### config.mk
export PLATFORM = sky130hd
export DESIGN_NAME = serial_negate_decoder
export DESIGN_NICKNAME = d
export VERILOG_FILES = /design/src/rtl/alu_decode_pkg.sv /design/src/rtl/negate_slice.sv /design/src/rtl/serial_negate_decoder.sv
export SDC_FILE = /design/constraint.sdc
export NUM_CORES = 1
export LEC_CHECK = 0
export CAP_MARGIN = 0
export CORE_AREA = 10 10 71 67
export DETAILED_ROUTE_END_ITERATION = 8
export DIE_AREA = 0 0 81 77
export DONT_BUFFER_PORTS = 1
export PLACE_DENSITY = 0.89
export SYNTH_ARGS = -nofsm -noshare
export SYNTH_HDL_FRONTEND = slang
export SYNTH_SLANG_ARGS = --single-unit
### constraint.sdc
create_clock -name clk -period 3.8 [get_ports clk]
set_input_delay 0.95 -clock clk [delete_from_list [all_inputs] [get_ports clk]]
set_output_delay 0.95 -clock clk [all_outputs]
set_load 0.01 [all_outputs]
### src/rtl/alu_decode_pkg.sv
// Shared types and helpers for the serial two's-complement decoder.
// Provides the FSM state enum, the cycle-count helper and the default width.
package alu_decode_pkg;

    localparam int DEFAULT_WIDTH = 19;

    typedef enum logic [1:0] {
        IDLE,
        RUN,
        DONE
    } state_t;

    // Number of cycles needed to walk WIDTH bits, BPC bits at a time.
    function automatic int ncyc(input int width, input int bpc);
        return (width + bpc - 1) / bpc;
    endfunction

endpackage

### src/rtl/negate_slice.sv
// Combinational BPC-bit slice of the copy-until-first-one-then-invert rule.
// Ports: chunk (bits, LSB first), neg, seen_one_in -> result, seen_one_out.
module negate_slice #(
    parameter int BPC = 1
) (
    input  logic [BPC-1:0] chunk,
    input  logic           neg,
    input  logic           seen_one_in,
    output logic [BPC-1:0] result,
    output logic           seen_one_out
);

    logic seen_acc;

    // Bits are inverted only once a 1 has been passed at a lower position.
    always_comb begin
        seen_acc = seen_one_in;
        result   = '0;
        for (int i = 0; i < BPC; i++) begin
            result[i] = chunk[i] ^ (neg & seen_acc);
            seen_acc  = seen_acc | chunk[i];
        end
        seen_one_out = seen_acc;
    end

endmodule

### src/rtl/serial_negate_decoder.sv
// Multi-cycle two's-complement decoder: sign/magnitude (mode 0) or negate
// (mode 1), BPC bits per cycle, LSB first.
// Ports: clk, rst_n, in_valid/in_ready/in_data/in_mode (input handshake),
// out_valid/out_ready/out_data/out_sign/out_ovf (result handshake).
module serial_negate_decoder
    import alu_decode_pkg::*;
#(
    parameter int WIDTH = DEFAULT_WIDTH,
    parameter int BPC   = 1
) (
    input  logic             clk,
    input  logic             rst_n,
    input  logic             in_valid,
    output logic             in_ready,
    input  logic [WIDTH-1:0] in_data,
    input  logic             in_mode,
    output logic             out_valid,
    input  logic             out_ready,
    output logic [WIDTH-1:0] out_data,
    output logic             out_sign,
    output logic             out_ovf
);

    localparam int NCYC = ncyc(WIDTH, BPC);
    localparam int CW   = (NCYC > 1) ? $clog2(NCYC) : 1;
    // Valid bits in the final chunk.
    localparam int REM  = WIDTH - (NCYC - 1) * BPC;

    localparam logic [WIDTH-1:0] MOST_NEG = {1'b1, {(WIDTH-1){1'b0}}};

    state_t state;
    state_t state_nx;

    logic [WIDTH-1:0] sreg;
    logic [WIDTH-1:0] oreg;
    logic [WIDTH-1:0] res_ext;
    logic [CW-1:0]    cnt;
    logic [BPC-1:0]   res;
    logic             neg;
    logic             ovf;
    logic             seen_one;
    logic             seen_nx;
    logic             accept;
    logic             last;

    assign in_ready  = (state == IDLE);
    assign out_valid = (state == DONE);
    assign accept    = in_valid & in_ready;
    assign last      = (cnt == CW'(NCYC - 1));
    assign res_ext   = WIDTH'(res);

    assign out_data = oreg;
    assign out_sign = neg;
    assign out_ovf  = ovf;

    negate_slice #(
        .BPC(BPC)
    ) u_slice (
        .chunk       (sreg[BPC-1:0]),
        .neg         (neg),
        .seen_one_in (seen_one),
        .result      (res),
        .seen_one_out(seen_nx)
    );

    always_ff @(posedge clk or negedge rst_n) begin
        if (!rst_n) begin
            state <= IDLE;
        end else begin
            state <= state_nx;
        end
    end

    always_comb begin
        state_nx = state;
        unique case (state)
            IDLE: if (accept) state_nx = RUN;
            RUN:  if (last) state_nx = DONE;
            DONE: if (out_ready) state_nx = IDLE;
            default: state_nx = IDLE;
        endcase
    end

    // Results enter from the MSB side; the last step shifts by only the
    // remaining valid bits so bit 0 of the operand lands at out_data[0].
    always_ff @(posedge clk or negedge rst_n) begin
        if (!rst_n) begin
            sreg     <= '0;
            oreg     <= '0;
            cnt      <= '0;
            neg      <= 1'b0;
            ovf      <= 1'b0;
            seen_one <= 1'b0;
        end else if (accept) begin
            sreg     <= in_data;
            neg      <= in_mode | in_data[WIDTH-1];
            ovf      <= in_mode & (in_data == MOST_NEG);
            seen_one <= 1'b0;
            cnt      <= '0;
        end else if (state == RUN) begin
            sreg     <= sreg >> BPC;
            seen_one <= seen_nx;
            cnt      <= cnt + 1'b1;
            if (last) begin
                oreg <= (oreg >> REM) | (res_ext << (WIDTH - REM));
            end else begin
                oreg <= (oreg >> BPC) | (res_ext << (WIDTH - BPC));
            end
        end
    end

endmodule

==> results.json <==
{
  "critPathKind": "reg2out",
  "max_freq_mhz": 477,
  "initial_core_util_pct": 63.6,
  "synthCells": 219,
  "power_density_mw_per_mm2": 773,
  "die-area_sq_mm": 0.00624,
  "antenna_found_initial": 0,
  "grt_usage_pct": 14.6,
  "crit_arrival_ns": 1.15,
  "fin_area_sq_mm": 0.00218,
  "holdBufCountCts": 0,
  "grt_pass1_wl_um": 7240,
  "slew_headroom_pct": 33.4,
  "ys_ff_latch": 48,
  "finalSetupViolations": 0,
  "peakVddDrop_v": 0.000410,
  "postCtsSetupRepairBufs": 0,
  "synth_fp_nets": 245,
  "fin_worst_skew_ns": 0.00716,
  "core_area_sq_mm": 0.00330,
  "io_buffers": 0,
  "drc": 0,
  "yosysMostFrequentCell": "nand2_1",
  "synth_cell_types": 28,
  "die_h_um": 77,
  "fin_crit_sh_pct": 55.2,
  "grt_max_degree": 49,
  "cp-start-kind": "register",
  "cp_slowest_cell": "dfrtp_1",
  "grt_pass1_vias": 1415,
  "async_reset_ff_share_pct": 100,
  "place.gp.congestion": 0.801,
  "finalPower_w": 0.00168,
  "cts_resized": 0,
  "dr_total_vias": 1479,
  "grt_overflow_total": 0,
  "firstDrtPassIters": 4,
  "pre_cts_ws_ns": 1.64,
  "cts-buffers-inserted": 5,
  "first_iter_violations": 85,
  "io_pins": 47,
  "dpl_cell_area_sq_mm": 0.00207,
  "cp_slowest_stage_delay_ns": 0.51,
  "ant_nets": 0,
  "path_clk_slew_ns": 0.09,
  "synth_top_area_share_pct": 57.2,
  "yosysTopAreaCell": "dfrtp_1",
  "status": "finished, final reports clean",
  "viasPerCell": 5.69,
  "rsz0062_at_grt": "false",
  "crit_chain": "nor2b_1",
  "yosysWarnings": 0,
  "reg2reg_from": "state[0]",
  "cts_htree_levels": 2,
  "fin_crit_ns": 2.10,
  "multiInputGateArea_sq_um": 796,
  "fin_nets": 241,
  "tightest_slew_ns": 0.995,
  "r2r_cells": 4,
  "clk_root_buffer_cell": "clkbuf_8",
  "routedWlPerCell_um": 17.0,
  "cts_tree": "yes",
  "cts_sinks": 48,
  "fillCellCount": 277,
  "synth_edf_count": 0,
  "worst-path-buf-inv": 0,
  "fin_ws_ns": 1.70,
  "area.sequential_sq_mm": 0.00120,
  "rows": 20,
  "synth_commonest_cells": "101 x nand2_1, 48 x dfrtp_1, 18 x a22oi_1, 7 x o21ai_1",
  "drt_wl_total_um": 4430,
  "r2r_slack_ns": 1.81,
  "reg2reg_to": "out_data[14]",
  "final-hold-violation-count": 0,
  "min_path_type": "in2async",
  "critPathTopFamily": "flip-flops",
  "synthTopCellsByArea": "dfrtp_1 57%, nand2_1 18%, a22oi_1 6.4%",
  "dpl.hpwl_um": 3200,
  "syn_avg_cell_area_sq_um": 9.59,
  "maxCapViolations": 0,
  "antennaDiodeCount": 0,
  "leakagePower_nw": 1.09,
  "required_ns": 2.85,
  "tns_ns": 0,
  "crit_start": "state[1]",
  "area_growth_pct": 3.75,
  "critPathCaptureType": "output pin",
  "synthFlopType": "dfrtp_1",
  "yosysSeqAreaShare_pct": 57.2,
  "crit_fanout": 8,
  "clk_latency_ns": 0.30,
  "cts_max_path_buffers": 2,
  "drv_slew": 0,
  "drive_gt1_share_pct": 6.94,
  "syn_area_sq_mm": 0.00210,
  "die_w_um": 81
}
power breakdown:
| part | switching [W] | internal [W] |
|---|---|---|
| clock | 0.000167 | 0.000195 |
| sequential | 0.000213 | 0.000707 |
| combinational | 0.000242 | 0.000160 |
layer usage:
metal | routed length, um | part of all wire (%) | track usage [%]
met2 | 2120 | 48 | 21.5
met5 | 0 | 0 | 0
met4 | 45 | 1.0 | 4.67
met1 | 1720 | 39 | 18.0
met3 | 547 | 12 | 7.46
cells in the final DEF, fill, tap and decap left out, drive strengths merged, types with 2 or more instances in the layout:
| master | synthesis | final |
|---|---|---|
| a21oi | 2 | 2 |
| a22oi | 18 | 18 |
| clkbuf | 0 | 5 |
| dfrtp | 48 | 48 |
| ha | 2 | 2 |
| inv | 2 | 2 |
| nand2 | 101 | 101 |
| nand3 | 5 | 5 |
| nor2 | 2 | 2 |
| nor2b | 2 | 2 |
| nor4 | 4 | 4 |
| o21ai | 9 | 9 |
| xor2 | 2 | 2 |
worst max-delay path by stage:
| stage | end | slack, ns | cells past startpoint |
|---|---|---|---|
| after floorplan | out_valid | 2.13 | 1 |
| final | out_valid | 1.70 | 1 |
| after detailed placement | out_ovf | 1.64 | 3 |
| after global routing | out_valid | 1.61 | 1 |
| after global placement | out_ovf | 1.76 | 3 |
| after CTS | out_valid | 1.69 | 1 |
flip-flops by register name, indices dropped and copies added, names as in the netlist:
register,count
out_data,19
state,2
out_ovf,1
sreg,19
out_sign,1
cnt,5
seen_one,1
metrics by stage:
step | hold WS (ns) | util [%] | std cells
finish | 0.330 | 65.9 | 260
global route | 0.305 | 65.9 | 260
CTS | 0.321 | 65.9 | 260
detailed placement | 0.465 | 62.6 | 252
global placement | 0.459 | 62.6 | 252
floorplan | 0.445 | - | 219
cells by family after synthesis:
family / count (synthesis) / share of synthesized area, %
flops: 48 / 57.2
fa+ha+maj: 2 / 1.19
buf+inv: 14 / 4.89
xor+xnor: 2 / 0.834
simple gates: 122 / 25.9
compound gates: 31 / 10.0
cell type report:
| class | count | area share [%] |
|---|---|---|
| multi-input combinational | 157 | 36.5 |
| inverter | 2 | 0.345 |
| clock inverter | 3 | 1.95 |
| timing repair buffer | 1 | 0.345 |
| sequential | 48 | 55.1 |
| tap | 44 | 2.53 |
| clock buffer | 5 | 3.16 |
Power figures use the tool's default switching activity.
